===== src/rtl/jpeg_mcu_seq_if.sv =====
`default_nettype none
// ============================================================================
// Module   : jpeg_mcu_seq_if
// Purpose  : Bundles the image-control inputs and block-descriptor outputs of
//            the JPEG MCU block sequencer.
// Modports : master - drives image setup and end_of_block_i, observes outputs
//            slave  - the sequencer itself
// Signals  : img_start_i, img_width_i, img_height_i, img_mode_i,
//            restart_interval_i, end_of_block_i  (master -> slave)
//            block_valid_o, block_type_o, block_x_o, block_y_o, block_id_o,
//            mcu_last_o, restart_o, end_of_image_o, error_o (slave -> master)
// Revision : 1.0 - initial release
// ============================================================================
interface jpeg_mcu_seq_if #(
  parameter int COORD_W   = 16,
  parameter int RST_CNT_W = 16
) ();
  logic                     img_start_i;
  logic [15:0]              img_width_i;
  logic [15:0]              img_height_i;
  logic [2:0]               img_mode_i;
  logic [RST_CNT_W-1:0]     restart_interval_i;
  logic                     end_of_block_i;

  logic                     block_valid_o;
  logic [1:0]               block_type_o;
  logic [COORD_W-1:0]       block_x_o;
  logic [COORD_W-1:0]       block_y_o;
  logic [2+2*COORD_W-1:0]   block_id_o;
  logic                     mcu_last_o;
  logic                     restart_o;
  logic                     end_of_image_o;
  logic                     error_o;

  modport master (
    output img_start_i, img_width_i, img_height_i, img_mode_i,
           restart_interval_i, end_of_block_i,
    input  block_valid_o, block_type_o, block_x_o, block_y_o, block_id_o,
           mcu_last_o, restart_o, end_of_image_o, error_o
  );

  modport slave (
    input  img_start_i, img_width_i, img_height_i, img_mode_i,
           restart_interval_i, end_of_block_i,
    output block_valid_o, block_type_o, block_x_o, block_y_o, block_id_o,
           mcu_last_o, restart_o, end_of_image_o, error_o
  );
endinterface
`default_nettype wire


===== src/rtl/jpeg_mcu_seq.sv =====
`default_nettype none
// ============================================================================
// Module   : jpeg_mcu_seq
// Purpose  : MCU block sequencer for a baseline JPEG decoder. Tracks the
//            component (Y/Cb/Cr) and 8x8 block coordinate currently produced
//            by the entropy decoder for mono, 4:4:4, 4:2:2 and 4:2:0 images,
//            detects end of image from the latched dimensions and raises
//            restart-interval markers.
// Ports    : clk_i  - clock
//            rst_i  - asynchronous active-high reset
//            bus    - jpeg_mcu_seq_if.slave (image setup, end_of_block_i,
//                     block descriptor, mcu_last, restart, EOI, error)
// Revision : 1.0 - initial release
// ============================================================================
module jpeg_mcu_seq #(
  parameter int COORD_W   = 16,
  parameter int RST_CNT_W = 16
) (
  input  wire logic       clk_i,
  input  wire logic       rst_i,
  jpeg_mcu_seq_if.slave   bus
);

  typedef enum logic [1:0] {
    S_IDLE = 2'd0,
    S_RUN  = 2'd1,
    S_DONE = 2'd2,
    S_ERR  = 2'd3
  } state_t;

  localparam logic [2:0] c_MODE_MONO = 3'd0;
  localparam logic [2:0] c_MODE_444  = 3'd1;
  localparam logic [2:0] c_MODE_420  = 3'd2;
  localparam logic [2:0] c_MODE_422  = 3'd3;

  localparam logic [1:0] c_TYPE_Y   = 2'd0;
  localparam logic [1:0] c_TYPE_CB  = 2'd1;
  localparam logic [1:0] c_TYPE_CR  = 2'd2;
  localparam logic [1:0] c_TYPE_EOF = 2'd3;

  // --------------------------------------------------------------------------
  // Registers
  // --------------------------------------------------------------------------
  state_t                 r_state;
  logic [2:0]             r_mode;
  logic [19:0]            r_mcus_x;
  logic [19:0]            r_mcus_y;
  logic [2:0]             r_idx;
  logic [19:0]            r_mcu_x;
  logic [19:0]            r_mcu_y;
  logic [RST_CNT_W-1:0]   r_rst_cnt;

  logic                   r_valid;
  logic [1:0]             r_type;
  logic [COORD_W-1:0]     r_x;
  logic [COORD_W-1:0]     r_y;
  logic                   r_last;
  logic                   r_restart;
  logic                   r_eoi;
  logic                   r_error;

  // --------------------------------------------------------------------------
  // Geometry of the image being started (from the live inputs, so the grid
  // size is already registered on the cycle after img_start_i).
  // Sums are done in 20 bits so a 0xFFFF dimension cannot overflow.
  // --------------------------------------------------------------------------
  logic                   w_st_h2;
  logic                   w_st_v2;
  logic [19:0]            w_st_mcus_x;
  logic [19:0]            w_st_mcus_y;
  logic                   w_st_bad;

  assign w_st_h2 = (bus.img_mode_i == c_MODE_420) || (bus.img_mode_i == c_MODE_422);
  assign w_st_v2 = (bus.img_mode_i == c_MODE_420);

  assign w_st_mcus_x = w_st_h2 ? ((20'(bus.img_width_i)  + 20'd15) >> 4)
                               : ((20'(bus.img_width_i)  + 20'd7)  >> 3);
  assign w_st_mcus_y = w_st_v2 ? ((20'(bus.img_height_i) + 20'd15) >> 4)
                               : ((20'(bus.img_height_i) + 20'd7)  >> 3);

  assign w_st_bad = bus.img_mode_i[2] || (bus.img_width_i == 16'd0) ||
                    (bus.img_height_i == 16'd0);

  // --------------------------------------------------------------------------
  // MCU layout of the latched mode
  // --------------------------------------------------------------------------
  logic [2:0] w_bpm_m1;   // blocks per MCU minus one
  logic [2:0] w_ny;       // Y blocks per MCU
  logic       w_h2;
  logic       w_v2;

  always_comb begin
    w_bpm_m1 = 3'd0;
    w_ny     = 3'd1;
    w_h2     = 1'b0;
    w_v2     = 1'b0;
    case (r_mode)
      c_MODE_444: begin
        w_bpm_m1 = 3'd2;
      end
      c_MODE_420: begin
        w_bpm_m1 = 3'd5;
        w_ny     = 3'd4;
        w_h2     = 1'b1;
        w_v2     = 1'b1;
      end
      c_MODE_422: begin
        w_bpm_m1 = 3'd3;
        w_ny     = 3'd2;
        w_h2     = 1'b1;
      end
      default: begin
        w_bpm_m1 = 3'd0;
      end
    endcase
  end

  // --------------------------------------------------------------------------
  // Position of the block that follows the current one
  // --------------------------------------------------------------------------
  logic               w_mcu_end;
  logic               w_x_wrap;
  logic               w_last_mcu;
  logic [2:0]         w_n_idx;
  logic [19:0]        w_n_mcu_x;
  logic [19:0]        w_n_mcu_y;

  assign w_mcu_end  = (r_idx == w_bpm_m1);
  assign w_x_wrap   = (r_mcu_x == (r_mcus_x - 20'd1));
  assign w_last_mcu = w_x_wrap && (r_mcu_y == (r_mcus_y - 20'd1));

  assign w_n_idx   = w_mcu_end ? 3'd0 : (r_idx + 3'd1);
  assign w_n_mcu_x = w_mcu_end ? (w_x_wrap ? 20'd0 : (r_mcu_x + 20'd1)) : r_mcu_x;
  assign w_n_mcu_y = (w_mcu_end && w_x_wrap) ? (r_mcu_y + 20'd1) : r_mcu_y;

  // --------------------------------------------------------------------------
  // Descriptor of the next block. Coordinates wrap modulo 2^COORD_W.
  // --------------------------------------------------------------------------
  logic [COORD_W-1:0] w_mx_c;
  logic [COORD_W-1:0] w_my_c;
  logic [1:0]         w_n_type;
  logic [COORD_W-1:0] w_n_x;
  logic [COORD_W-1:0] w_n_y;
  logic               w_n_last;

  assign w_mx_c   = COORD_W'(w_n_mcu_x);
  assign w_my_c   = COORD_W'(w_n_mcu_y);
  assign w_n_last = (w_n_idx == w_bpm_m1);

  always_comb begin
    w_n_type = c_TYPE_Y;
    w_n_x    = w_mx_c;
    w_n_y    = w_my_c;
    if (w_n_idx < w_ny) begin
      // Luma: idx[0] picks the column, idx[1] the row inside the MCU
      if (w_h2) w_n_x = (w_mx_c << 1) | COORD_W'(w_n_idx[0]);
      if (w_v2) w_n_y = (w_my_c << 1) | COORD_W'(w_n_idx[1]);
    end else if (w_n_idx == w_ny) begin
      w_n_type = c_TYPE_CB;
    end else begin
      w_n_type = c_TYPE_CR;
    end
  end

  // --------------------------------------------------------------------------
  // Restart-interval counting (interval is sampled live)
  // --------------------------------------------------------------------------
  logic [RST_CNT_W-1:0] w_cnt_inc;
  logic                 w_rst_en;
  logic                 w_rst_hit;

  assign w_cnt_inc = r_rst_cnt + RST_CNT_W'(1);
  assign w_rst_en  = (bus.restart_interval_i != '0);
  assign w_rst_hit = w_rst_en && (w_cnt_inc == bus.restart_interval_i);

  // --------------------------------------------------------------------------
  // Sequencer state machine with registered outputs
  // --------------------------------------------------------------------------
  always_ff @(posedge clk_i or posedge rst_i) begin
    if (rst_i) begin
      r_state   <= S_IDLE;
      r_mode    <= 3'd0;
      r_mcus_x  <= 20'd0;
      r_mcus_y  <= 20'd0;
      r_idx     <= 3'd0;
      r_mcu_x   <= 20'd0;
      r_mcu_y   <= 20'd0;
      r_rst_cnt <= '0;
      r_valid   <= 1'b0;
      r_type    <= 2'd0;
      r_x       <= '0;
      r_y       <= '0;
      r_last    <= 1'b0;
      r_restart <= 1'b0;
      r_eoi     <= 1'b0;
      r_error   <= 1'b0;
    end else begin
      r_restart <= 1'b0;
      if (bus.img_start_i) begin
        // A coincident end_of_block_i is intentionally dropped here
        r_mode    <= bus.img_mode_i;
        r_mcus_x  <= w_st_mcus_x;
        r_mcus_y  <= w_st_mcus_y;
        r_idx     <= 3'd0;
        r_mcu_x   <= 20'd0;
        r_mcu_y   <= 20'd0;
        r_rst_cnt <= '0;
        r_type    <= c_TYPE_Y;
        r_x       <= '0;
        r_y       <= '0;
        r_eoi     <= 1'b0;
        r_error   <= w_st_bad;
        if (w_st_bad) begin
          r_state <= S_ERR;
          r_valid <= 1'b0;
          r_last  <= 1'b0;
        end else begin
          r_state <= S_RUN;
          r_valid <= 1'b1;
          // Only a mono MCU ends on its first block
          r_last  <= (bus.img_mode_i == c_MODE_MONO);
        end
      end else if (bus.end_of_block_i) begin
        case (r_state)
          S_RUN: begin
            if (w_mcu_end && w_last_mcu) begin
              r_state <= S_DONE;
              r_valid <= 1'b0;
              r_type  <= c_TYPE_EOF;
              r_x     <= '0;
              r_y     <= '0;
              r_last  <= 1'b0;
              r_eoi   <= 1'b1;
            end else begin
              r_idx   <= w_n_idx;
              r_mcu_x <= w_n_mcu_x;
              r_mcu_y <= w_n_mcu_y;
              r_type  <= w_n_type;
              r_x     <= w_n_x;
              r_y     <= w_n_y;
              r_last  <= w_n_last;
              // Final MCU never reaches here, so it never raises a restart
              if (w_mcu_end && w_rst_en) begin
                if (w_rst_hit) begin
                  r_restart <= 1'b1;
                  r_rst_cnt <= '0;
                end else begin
                  r_rst_cnt <= w_cnt_inc;
                end
              end
            end
          end
          S_DONE: begin
            r_error <= 1'b1;
          end
          default: begin
            r_state <= r_state;
          end
        endcase
      end
    end
  end

  // --------------------------------------------------------------------------
  // Outputs
  // --------------------------------------------------------------------------
  assign bus.block_valid_o  = r_valid;
  assign bus.block_type_o   = r_type;
  assign bus.block_x_o      = r_x;
  assign bus.block_y_o      = r_y;
  assign bus.block_id_o     = {r_type, r_y, r_x};
  assign bus.mcu_last_o     = r_last;
  assign bus.restart_o      = r_restart;
  assign bus.end_of_image_o = r_eoi;
  assign bus.error_o        = r_error;

endmodule
`default_nettype wire


===== src/flat_wrapper.sv =====
// flat-port wrapper written by rule: the top's interface ports become plain ports
module jpeg_mcu_seq_flat 
#(
  parameter int COORD_W   = 16,
  parameter int RST_CNT_W = 16
)
  (clk_i, rst_i, bus_img_start_i, bus_img_width_i, bus_img_height_i, bus_img_mode_i, bus_restart_interval_i, bus_end_of_block_i, bus_block_valid_o, bus_block_type_o, bus_block_x_o, bus_block_y_o, bus_block_id_o, bus_mcu_last_o, bus_restart_o, bus_end_of_image_o, bus_error_o);
  jpeg_mcu_seq_if #(.COORD_W(COORD_W), .RST_CNT_W(RST_CNT_W)) bus_i ();
  input  wire logic clk_i;
  input  wire logic rst_i;
  input wire logic [$bits(bus_i.img_start_i)-1:0] bus_img_start_i;
  input wire logic [$bits(bus_i.img_width_i)-1:0] bus_img_width_i;
  input wire logic [$bits(bus_i.img_height_i)-1:0] bus_img_height_i;
  input wire logic [$bits(bus_i.img_mode_i)-1:0] bus_img_mode_i;
  input wire logic [$bits(bus_i.restart_interval_i)-1:0] bus_restart_interval_i;
  input wire logic [$bits(bus_i.end_of_block_i)-1:0] bus_end_of_block_i;
  output wire logic [$bits(bus_i.block_valid_o)-1:0] bus_block_valid_o;
  output wire logic [$bits(bus_i.block_type_o)-1:0] bus_block_type_o;
  output wire logic [$bits(bus_i.block_x_o)-1:0] bus_block_x_o;
  output wire logic [$bits(bus_i.block_y_o)-1:0] bus_block_y_o;
  output wire logic [$bits(bus_i.block_id_o)-1:0] bus_block_id_o;
  output wire logic [$bits(bus_i.mcu_last_o)-1:0] bus_mcu_last_o;
  output wire logic [$bits(bus_i.restart_o)-1:0] bus_restart_o;
  output wire logic [$bits(bus_i.end_of_image_o)-1:0] bus_end_of_image_o;
  output wire logic [$bits(bus_i.error_o)-1:0] bus_error_o;
  assign bus_i.img_start_i = bus_img_start_i;
  assign bus_i.img_width_i = bus_img_width_i;
  assign bus_i.img_height_i = bus_img_height_i;
  assign bus_i.img_mode_i = bus_img_mode_i;
  assign bus_i.restart_interval_i = bus_restart_interval_i;
  assign bus_i.end_of_block_i = bus_end_of_block_i;
  assign bus_block_valid_o = bus_i.block_valid_o;
  assign bus_block_type_o = bus_i.block_type_o;
  assign bus_block_x_o = bus_i.block_x_o;
  assign bus_block_y_o = bus_i.block_y_o;
  assign bus_block_id_o = bus_i.block_id_o;
  assign bus_mcu_last_o = bus_i.mcu_last_o;
  assign bus_restart_o = bus_i.restart_o;
  assign bus_end_of_image_o = bus_i.end_of_image_o;
  assign bus_error_o = bus_i.error_o;
  jpeg_mcu_seq #(.COORD_W(COORD_W), .RST_CNT_W(RST_CNT_W)) u_core (.clk_i(clk_i), .rst_i(rst_i), .bus(bus_i));
endmodule

===== config.mk =====
export PLATFORM = sky130hd
export DESIGN_NAME = jpeg_mcu_seq_flat
export DESIGN_NICKNAME = d
export VERILOG_FILES = /design/src/rtl/jpeg_mcu_seq_if.sv /design/src/rtl/jpeg_mcu_seq.sv /design/src/flat_wrapper.sv
export SDC_FILE = /design/constraint.sdc
export NUM_CORES = 1
export LEC_CHECK = 0
export ABC_AREA = 1
export CAP_MARGIN = 15
export CORE_ASPECT_RATIO = 0.8
export CORE_MARGIN = 3
export CORE_UTILIZATION = 35
export CTS_CLUSTER_DIAMETER = 60
export DETAILED_ROUTE_END_ITERATION = 7
export PLACE_DENSITY = 0.59
export SETUP_SLACK_MARGIN = 0.4
export SYNTH_ARGS = -nofsm -noshare
export SYNTH_HDL_FRONTEND = slang
export SYNTH_SLANG_ARGS = --single-unit
export TNS_END_PERCENT = 30

===== constraint.sdc =====
create_clock -name clk_i -period 4.15 [get_ports clk_i]
set_input_delay 0.83 -clock clk_i [delete_from_list [all_inputs] [get_ports clk_i]]
set_output_delay 0.83 -clock clk_i [all_outputs]
set_load 0.05 [all_outputs]

Word level (Yosys, flattened, before mapping)
Cells that the tools add are included.

$add $sub $neg: 10. $mul: 0. Div/mod/pow operators: 0. $lt $le $gt $ge: 1. Equality and inequality tests: 14. Shifts and indexed selects: 0. Muxes and demuxes: 74. Bitwise logic cells: 2. Reduce and logical (&&, ||, !) cells: 27.

Operators with widths (number): $mux W16 (18); $mux W20 (11); $add A20 B1 Y20 const B (2); $eq A20 B20 Y1 (2); $sub A20 B1 Y20 const B (2); $add A16 B3 Y17 const B (2); $add A16 B4 Y17 const B (2); $mux W17 (2); $logic_not A16 Y1 (2); $or A16 B1 Y16 (2); $mux W1 (25); $mux W2 (11); $add A16 B1 Y16 const B (1); $eq A16 B16 Y1 (1); $reduce_bool A16 Y1 (1); $mux W3 (5); $reduce_bool A2 Y1 (7); $eq A3 B2 Y1 const B (4); $reduce_and A4 Y1 (3); $eq A3 B3 Y1 (3); $pmux W3 S3 (1); $pmux W3 S2 (1); $reduce_and A3 Y1 (2); $logic_and A1 B1 Y1 (5); other kinds (10) (13).

Flip-flop bits (word level): 143. Latch bits: 0. RAM bits: 0. Memory bits (read-only): 0. Output and inout bits: 73. Memories kept: 0.

Longest topological paths before layout
Gate-level depths: netlist of the first run.

Depth after elaboration: 12. Depth in mapped cells: 21. Gate-level depth less buffers: 19.

Least setup slack after synthesis of the first run
OpenSTA, ideal clock, no wires.

Path type: reg-to-reg. Start: register u_core.r_mode[2]. End: register u_core.r_y[15] (netlist: u_core.bus.block_y_o[15]). Setup time: 0.066 ns. Data arrival time: 3.426 ns. Slack: 0.658 ns. Cell stages (with the launch flop): 20. Clock period less this slack: 3.492 ns. Cell sequence: dfrtp_1 -> nor2_1 -> nand2_1 -> xor2_1 -> nand2_1 -> inv_1 -> buf_2 -> buf_1 -> nor2_1 -> ha_1 -> a21oi_1 -> o21ai_0 -> nor2_2 -> inv_1 -> nor2_1 -> inv_1 -> clkbuf_1 -> nand2_1 -> nand3_1 -> nand2_1.

Word-level cells in the longest chain between the ends: 12. Elaborated cells between the ends (all ways): 19.

RTL lines: from (decl) (RTL line jpeg_mcu_seq.sv:45) `logic [2:0] r_mode;`; from (signal assigned) (RTL line jpeg_mcu_seq.sv:201) `r_mode <= bus.img_mode_i;`; branches (longest 8 deep; another with $lt A3 B3 Y1); $mux W16 * (RTL line jpeg_mcu_seq.sv:226) `if (w_mcu_end && w_last_mcu) begin`; $mux W16 * (RTL line jpeg_mcu_seq.sv:224) `case (r_state)`; $mux W16 * (RTL line jpeg_mcu_seq.sv:223) `end else if (bus.end_of_block_i) begin`; $mux W16 * (RTL line jpeg_mcu_seq.sv:199) `if (bus.img_start_i) begin`; to (signal assigned) (RTL line jpeg_mcu_seq.sv:240) `r_y <= w_n_y;`; to (decl) (RTL line jpeg_mcu_seq.sv:56) `logic [COORD_W-1:0] r_y;`.

Mark *: on every way between the ends. The select of a mux whose other input is x is not followed. A chain may end at the register's enable or synchronous reset.

Worst setup path in the final report of the first run
Start: register u_core.r_mode[2]. End: register u_core.r_y[1] (netlist: u_core.bus.block_y_o[1]).

The elaborated chain is that of the path after synthesis.

==> results_dict.tcl, run 1 <==
set metrics [dict create \
    holdWs_ps 484 \
    post_drt_wl_per_cell_um 15.8 \
    synthDistinctLibCells 47 \
    effective_utilization_at_floorplan_pct 35.8 \
    final_cells 2323 \
    final.setup.tns_ps 0 \
    route.layer.met1.wl_mm 20.4 \
    design_area_sq_um 13400 \
    dpl.cell_count 2291 \
    cts-hold-fix-buffers 0 \
    critical_path.reg2reg.startpoint "u_core.r_mode[2]" \
    floorplan.die_area_sq_um 34700 \
    detailedRoute.firstPassIterationCount 7 \
    postSynthAreaPerCell_sq_um 6.27 \
    setup_repair_after_global_routing_missed_its_margin "no" \
    met2WireLength_mm 13.6 \
    proportion_of_synthesized_chip_area_in_sequential_cells_pct 28.9 \
    n_fill_cell 3383 \
    ratio_of_cells_with_drive_above_1_in_the_final_layout_pct 7.93 \
    final_antenna_net_count 0 \
    die_width_um 207 \
    synth_area_leaders "sky130_fd_sc_hd__dfrtp_1 (29%), sky130_fd_sc_hd__nand2_1 (19%), sky130_fd_sc_hd__nand3_1 (9.9%), sky130_fd_sc_hd__nor2_1 (6.7%), sky130_fd_sc_hd__inv_1 (6.6%)" \
    cts_buf_count 17 \
    die-height_um 167 \
    setup.worst_path.end_class "flip-flop" \
    routabilityCongestion 0.937 \
    synth-main-ff-cell "sky130_fd_sc_hd__dfrtp_1" \
    synthCells 1813 \
    final_period_util_pct 80.6 \
    cts_tree "built" \
    p_int_uw 2590 \
    grt_antenna_before_repair 0 \
    timing_max_transition_violations_final 0 \
    multi_input_comb_area_sq_um 6780 \
    placed_cell_area_sq_um 12800 \
    relSlewSlack_pct 34.9 \
    storage_element_area_sq_um 3280 \
    core_area_sq_um 31700 \
    residual_drc 0 \
    n_antenna_cell 0 \
    fmaxAchievable_ghz 0.299 \
    vdd_drop_max_v 0.000221 \
    clkLatencyLatePin_ps 430 \
    cap_violations 0 \
    buffers_added_on_ports 127 \
    grt_remaining_overflow 0 \
    h-tree-depth 4 \
    share_of_the_core_filled_with_cells_pct 42.4 \
    cts_sinks 131 \
    fp-row-count 58 \
    finalCriticalPeriod_ps 3350 \
    clockBufferDepth 2 \
    grt.total_usage_pct 21.1 \
    ys_seq_elements 131 \
    netlist_area_sq_um 11400 \
    wl_mm 36.8 \
    vias_per_cell 5.08 \
    setup_violations 0 \
    wire_length_of_the_first_global_routing_pass_mm 59.6 \
    power_switching_uw 1350 \
    synth-edff-count 0 \
    timing.critical_path.fanout_max 17 \
    worstSetupPathType "reg -> reg" \
    tightest_slew_ps 964 \
    first_global_vias 10804 \
    worstSetupStartpoint "u_core.r_mode[2]" \
    cts_root_buffer "sky130_fd_sc_hd__clkbuf_16" \
    cpMostUsedCell "sky130_fd_sc_hd__nand2_1" \
    place.detailed.hpwl_mm 28.7 \
    synthToLayoutAreaGrowth_pct 18.2 \
    critical-path-slowest-cell "sky130_fd_sc_hd__dfrtp_1" \
    min-delay-path-class "reg -> reg" \
    detailedRoute.firstIterationViolations 1112 \
    clock_transition_time_at_the_flip_flop_clock_pins_of_the_worst_setup_and_hold_paths_ps 60 \
    netSwitchingFraction_pct 34.2 \
    post-synth-top-count-cell "sky130_fd_sc_hd__nand2_1" \
    worstPathRequired_ps 4520 \
    final_hold_violating_endpoints 0 \
    yosys_warnings 0 \
    crit_path_cell_trace "nor2_1 -> inv_1 -> nand2_1 -> a21oi_1 -> nand2_1 -> inv_1 -> buf_4 -> nor2_1 -> ha_1 -> nand2_1 -> o21ai_0 -> nor2_2 -> inv_1 -> nor2_1 -> buf_4 -> clkinvlp_4 -> nand3_1 -> nand3_1 -> nand2_1" \
    pin_count_of_the_biggest_net_entering_global_routing 80 \
    async_reset_ff_share_pct 100 \
    yosys.area.top_type "sky130_fd_sc_hd__dfrtp_1" \
    start_kind "flip-flop" \
    leakage_uw 0.00651 \
    crit_family "simple AND/OR/NAND/NOR gates" \
    worst_path_arrival_time_ps 3710 \
    top_signal_layer_used "met4" \
    fin_worst_skew_ps 6.74 \
    synthesis.nets 1877 \
    share_comb_of_total_power_pct 23.1 \
    min_delay_src "u_core.r_state[0]" \
    combined_buffer_and_inverter_count_along_the_critical_path 6 \
    dr_total_vias 11790 \
    cellPowerDensity_nw_per_um2 293 \
    seqPwrFrac_pct 36.2 \
    route.met3.wl_mm 2.28 \
    post-cts-setup-buffers 0 \
    post-synth-top-area-fraction_pct 28.9 \
    nNetsFinal 1954 \
    p_clk_share_pct 40.7 \
    run_status "completed" \
    ys_top_cells_by_count "sky130_fd_sc_hd__nand2_1 (573), sky130_fd_sc_hd__nand3_1 (225), sky130_fd_sc_hd__nor2_1 (204), sky130_fd_sc_hd__inv_1 (201), sky130_fd_sc_hd__dfrtp_1 (131)" \
    design.portCount 128 \
    crit_path_max_incr_delay_ps 380 \
]
-- worst reg2reg max path, cell delays in order (launching register included) --
cell	delay, ps
sky130_fd_sc_hd__dfrtp_1	380
sky130_fd_sc_hd__nor2_1	230
sky130_fd_sc_hd__inv_1	130
sky130_fd_sc_hd__nand2_1	100
sky130_fd_sc_hd__a21oi_1	90
sky130_fd_sc_hd__nand2_1	90
sky130_fd_sc_hd__inv_1	60
sky130_fd_sc_hd__buf_4	180
sky130_fd_sc_hd__nor2_1	230
sky130_fd_sc_hd__ha_1	290
sky130_fd_sc_hd__nand2_1	70
sky130_fd_sc_hd__o21ai_0	140
sky130_fd_sc_hd__nor2_2	130
sky130_fd_sc_hd__inv_1	210
sky130_fd_sc_hd__nor2_1	150
sky130_fd_sc_hd__buf_4	230
sky130_fd_sc_hd__clkinvlp_4	280
sky130_fd_sc_hd__nand3_1	160
sky130_fd_sc_hd__nand3_1	80
sky130_fd_sc_hd__nand2_1	60
-- sequential cells by signal, indices dropped and copies added (netlist names), 2 cells and up --
name and count:
u_core.r_mcu_x 20, u_core.r_mcu_y 20, u_core.bus.block_x_o 16, u_core.bus.block_y_o 16, u_core.r_rst_cnt 16, u_core.r_mcus_x 14, u_core.r_mcus_y 14, u_core.r_idx 3
u_core.r_mode 3, u_core.bus.block_type_o 2, u_core.r_state 2
-- timing repair --
action                                  in CTS  in global routing
gates resized for setup                      0                  2
endpoints found under the setup margin       0                 54
hold endpoints to repair                     0                  0
-- per-layer routing --
layer,vias up,GRT usage [%]
met4,0,4.54
met2,407,27.6
met5,-,0
li1,5951,-
met1,5406,35.2
met3,26,3.35
-- kinds of logic after synthesis --
kind of cell,Yosys count,synth area share [%]
buffers and inverters,300,11.6
adder cells (fa/ha/maj),9,0.991
flip-flops,131,28.9
XOR/XNOR,70,5.40
AND/OR/NAND/NOR,1162,45.3
AO/OA/AOI/OAI,141,7.85
-- layout make-up --
type                            instances  share of cell area [%]
Tap cell                              420                    3.91
Timing Repair Buffer                  148                    10.8
Multi-Input combinational cell       1382                    50.5
Clock inverter                         14                    1.31
Clock buffer                           18                    3.20
Sequential cell                       131                    24.4
Inverter                              210                    5.92
-- final timing paths --
path	depth (start not counted)	endpoint	slack, ps
min in group asynchronous	2	u_core.bus.block_y_o[9]	870
min reg2reg	2	u_core.r_state[0]	480
min	2	u_core.r_state[0]	480
max reg2reg	19	u_core.bus.block_y_o[1]	800
max	19	u_core.bus.block_y_o[1]	800
max in group asynchronous	3	u_core.r_rst_cnt[4]	2420
-- per-stage QoR --
step | setup WS (ps) | total power [uW]
floorplan | 658 | 2060
global placement | 783 | 2350
global route | 421 | 4120
detailed placement | 724 | 2350
CTS | 712 | 3960
finish | 805 | 3940
-- power groups by stage --
stage / Combinational, uW / Clock (uW) / Sequential [uW]
2_1_floorplan: 596 / 0 / 1460
3_3_place_gp: 900 / 0 / 1440
3_5_place_dp: 903 / 0 / 1450
4_1_cts: 906 / 1630 / 1420
5_1_grt: 1010 / 1680 / 1440
6_report: 908 / 1600 / 1430
-- cell usage in the layout (no fill, tap or decap), types with 31 or more instances in the layout --
cell / count
sky130_fd_sc_hd__dfrtp_1: 131
sky130_fd_sc_hd__nor2_1: 203
sky130_fd_sc_hd__nand2_1: 573
sky130_fd_sc_hd__nand4_1: 40
sky130_fd_sc_hd__o21ai_0: 45
sky130_fd_sc_hd__nor3_1: 31
sky130_fd_sc_hd__xor2_1: 54
sky130_fd_sc_hd__nand3_1: 224
sky130_fd_sc_hd__clkdlybuf4s50_1: 126
sky130_fd_sc_hd__inv_1: 199
Power figures use the tool's default switching activity.
==> run 2, diff against run 1 <==
PLACE_DENSITY = 0.57   (was 0.59)
clock period = 3.4 ns   (was 4.15 ns; I/O delays follow)
==> results_dict.tcl, run 2 (same netlist as run 1, synthesis figures left out) <==
set metrics [dict create \
    min-delay-path-class "reg -> reg" \
    final_hold_violating_endpoints 0 \
    routabilityCongestion 0.938 \
    grt_remaining_overflow 0 \
    p_clk_share_pct 42.3 \
    die-height_um 167 \
    reg.largest.list "u_core.r_mcu_x: 20 flops, u_core.r_mcu_y: 20 flops" \
    wl_mm 36.7 \
    timing.critical_path.fanout_max 18 \
    netSwitchingFraction_pct 32.3 \
    effective_utilization_at_floorplan_pct 35.8 \
    grt.total_usage_pct 21.1 \
    share_comb_of_total_power_pct 22.7 \
    n_antenna_cell 0 \
    tightest_slew_ps 760 \
    wire_length_of_the_first_global_routing_pass_mm 59.8 \
    post_drt_wl_per_cell_um 15.7 \
    design.portCount 128 \
    vdd_drop_max_v 0.000233 \
    setup_repair_after_global_routing_missed_its_margin "yes" \
    detailedRoute.firstIterationViolations 1176 \
    dr_total_vias 11923 \
    final_cell_mix "sky130_fd_sc_hd__nand2_1 (573), sky130_fd_sc_hd__nand3_1 (222), sky130_fd_sc_hd__inv_1 (198)" \
    nNetsFinal 1971 \
    design_area_sq_um 13700 \
    dpl.cell_count 2301 \
    worst_path_arrival_time_ps 3180 \
    multi_input_comb_area_sq_um 6850 \
    buffers_added_on_ports 127 \
    holdWs_ps 483 \
    commonest_non_fill_non_tap_cell_in_the_layout "sky130_fd_sc_hd__nand2_1" \
    vias_per_cell 5.10 \
    clkLatencyLatePin_ps 430 \
    pin_count_of_the_biggest_net_entering_global_routing 75 \
    detailedRoute.firstPassIterationCount 6 \
    power_switching_uw 1610 \
    h-tree-depth 4 \
    timing_max_transition_violations_final 0 \
    cellPowerDensity_nw_per_um2 363 \
    floorplan.die_area_sq_um 34700 \
    cts_buf_count 17 \
    relSlewSlack_pct 49.3 \
    clock_transition_time_at_the_flip_flop_clock_pins_of_the_worst_setup_and_hold_paths_ps 60 \
    residual_drc 0 \
    leakage_uw 0.00665 \
    fp-row-count 58 \
    final_antenna_net_count 0 \
    place.detailed.hpwl_mm 28.5 \
    storage_element_area_sq_um 3280 \
    first_global_vias 10930 \
    final_period_util_pct 83.1 \
    fmaxAchievable_ghz 0.354 \
    seqPwrFrac_pct 35.0 \
    core_area_sq_um 31700 \
    cts_tree "built" \
    cap_violations 0 \
    setup.worst_path.end_class "flip-flop" \
    fin_worst_skew_ps 9.97 \
    clockBufferDepth 2 \
    synthToLayoutAreaGrowth_pct 20.9 \
    p_int_uw 3370 \
    n_fill_cell 3311 \
    finalCriticalPeriod_ps 2830 \
    worstSetupPathType "reg -> reg" \
    grt_antenna_before_repair 0 \
    ratio_of_cells_with_drive_above_1_in_the_final_layout_pct 9.43 \
    worstPathRequired_ps 3760 \
    cts_root_buffer "sky130_fd_sc_hd__clkbuf_16" \
    placed_cell_area_sq_um 12900 \
    die_width_um 207 \
    cts_sinks 131 \
    final_cells 2339 \
    start_kind "flip-flop" \
    share_of_the_core_filled_with_cells_pct 43.3 \
    run_status "completed" \
    setup_violations 0 \
]
[run 2: changes by cell type in the layout (fill, tap and decap cells not counted), sizes merged]
| cell | before | now |
|---|---|---|
| buf | 22 | 38 |
| clkinvlp | 4 | 1 |
| bufinv | 3 | 5 |
| nand2 | 590 | 591 |
| clkinv | 6 | 5 |
| clkbuf | 18 | 20 |
| inv | 211 | 210 |
[run 2: final cells by class]
| cell class | instances | area share (%) |
|---|---|---|
| inverter | 210 | 5.77 |
| clock inverter | 11 | 1.45 |
| sequential | 131 | 23.9 |
| multi-input combinational | 1383 | 49.9 |
| tap | 420 | 3.83 |
| timing repair buffer | 164 | 11.8 |
| clock buffer | 20 | 3.40 |
[run 2: path summary, 6_finish.rpt]
kind	from	to	slack [ps]	cells after the start
hold / removal	u_core.r_state[0]	u_core.r_state[0]	480	2
min in group asynchronous	rst_i	u_core.bus.block_y_o[12]	730	3
max in group asynchronous	rst_i	u_core.r_mode[0]	2280	3
hold reg to reg	u_core.r_state[0]	u_core.r_state[0]	480	2
setup reg to reg	u_core.r_mcus_y[0]	u_core.r_mcu_y[7]	570	14
setup / recovery	u_core.r_mcus_y[0]	u_core.r_mcu_y[7]	570	14
[run 2: what timing repair did]
action | 4_1_cts | 5_1_grt
setup endpoints to repair | 52 | 88
setup buffers | 0 | 6
hold buffers | 0 | 0
pin swaps | 0 | 3
gates resized for setup | 5 | 17
cloned | 0 | 1
[run 2: layer usage]
| metal | wire length, um | vias up | global-route usage (%) |
|---|---|---|---|
| li1 | - | 5994 | - |
| met1 | 19600 | 5526 | 34.7 |
| met2 | 13900 | 385 | 28.3 |
| met3 | 2860 | 18 | 3.86 |
| met4 | 330 | 0 | 3.81 |
| met5 | 0 | - | 0 |
[run 2: power by group through the flow]
| stage | registers (uW) | clock network [uW] | logic [uW] |
|---|---|---|---|
| floorplan | 1790 | 0 | 728 |
| detailed placement | 1770 | 0 | 1100 |
| finish | 1740 | 2110 | 1130 |
| CTS | 1740 | 2150 | 1110 |
| global route | 1750 | 2210 | 1260 |
| global placement | 1760 | 0 | 1100 |
[run 2: critical path, stage by stage (launching register included)]
cell and delay, ps:
sky130_fd_sc_hd__dfrtp_1 400, sky130_fd_sc_hd__inv_1 120, sky130_fd_sc_hd__ha_1 260, sky130_fd_sc_hd__nand2_1 170, sky130_fd_sc_hd__nor2_4 220, sky130_fd_sc_hd__nand3b_1 150
sky130_fd_sc_hd__nand3_1 160, sky130_fd_sc_hd__nand3b_1 90, sky130_fd_sc_hd__nor2_1 150, sky130_fd_sc_hd__nand2_1 70, sky130_fd_sc_hd__nor2_1 220, sky130_fd_sc_hd__nand2_4 120
sky130_fd_sc_hd__nand2_4 140, sky130_fd_sc_hd__nand2_4 240, sky130_fd_sc_hd__o21ai_2 220
[run 2: through the flow]
| stage | worst slack (ps) | total power (uW) | TNS, ps |
|---|---|---|---|
| CTS | 394 | 5000 | 0 |
| global route | 388 | 5220 | 0 |
| global placement | 221 | 2870 | 0 |
| finish | 574 | 4980 | 0 |
| detailed placement | 247 | 2870 | 0 |
| floorplan | -92.1 | 2510 | -1040 |
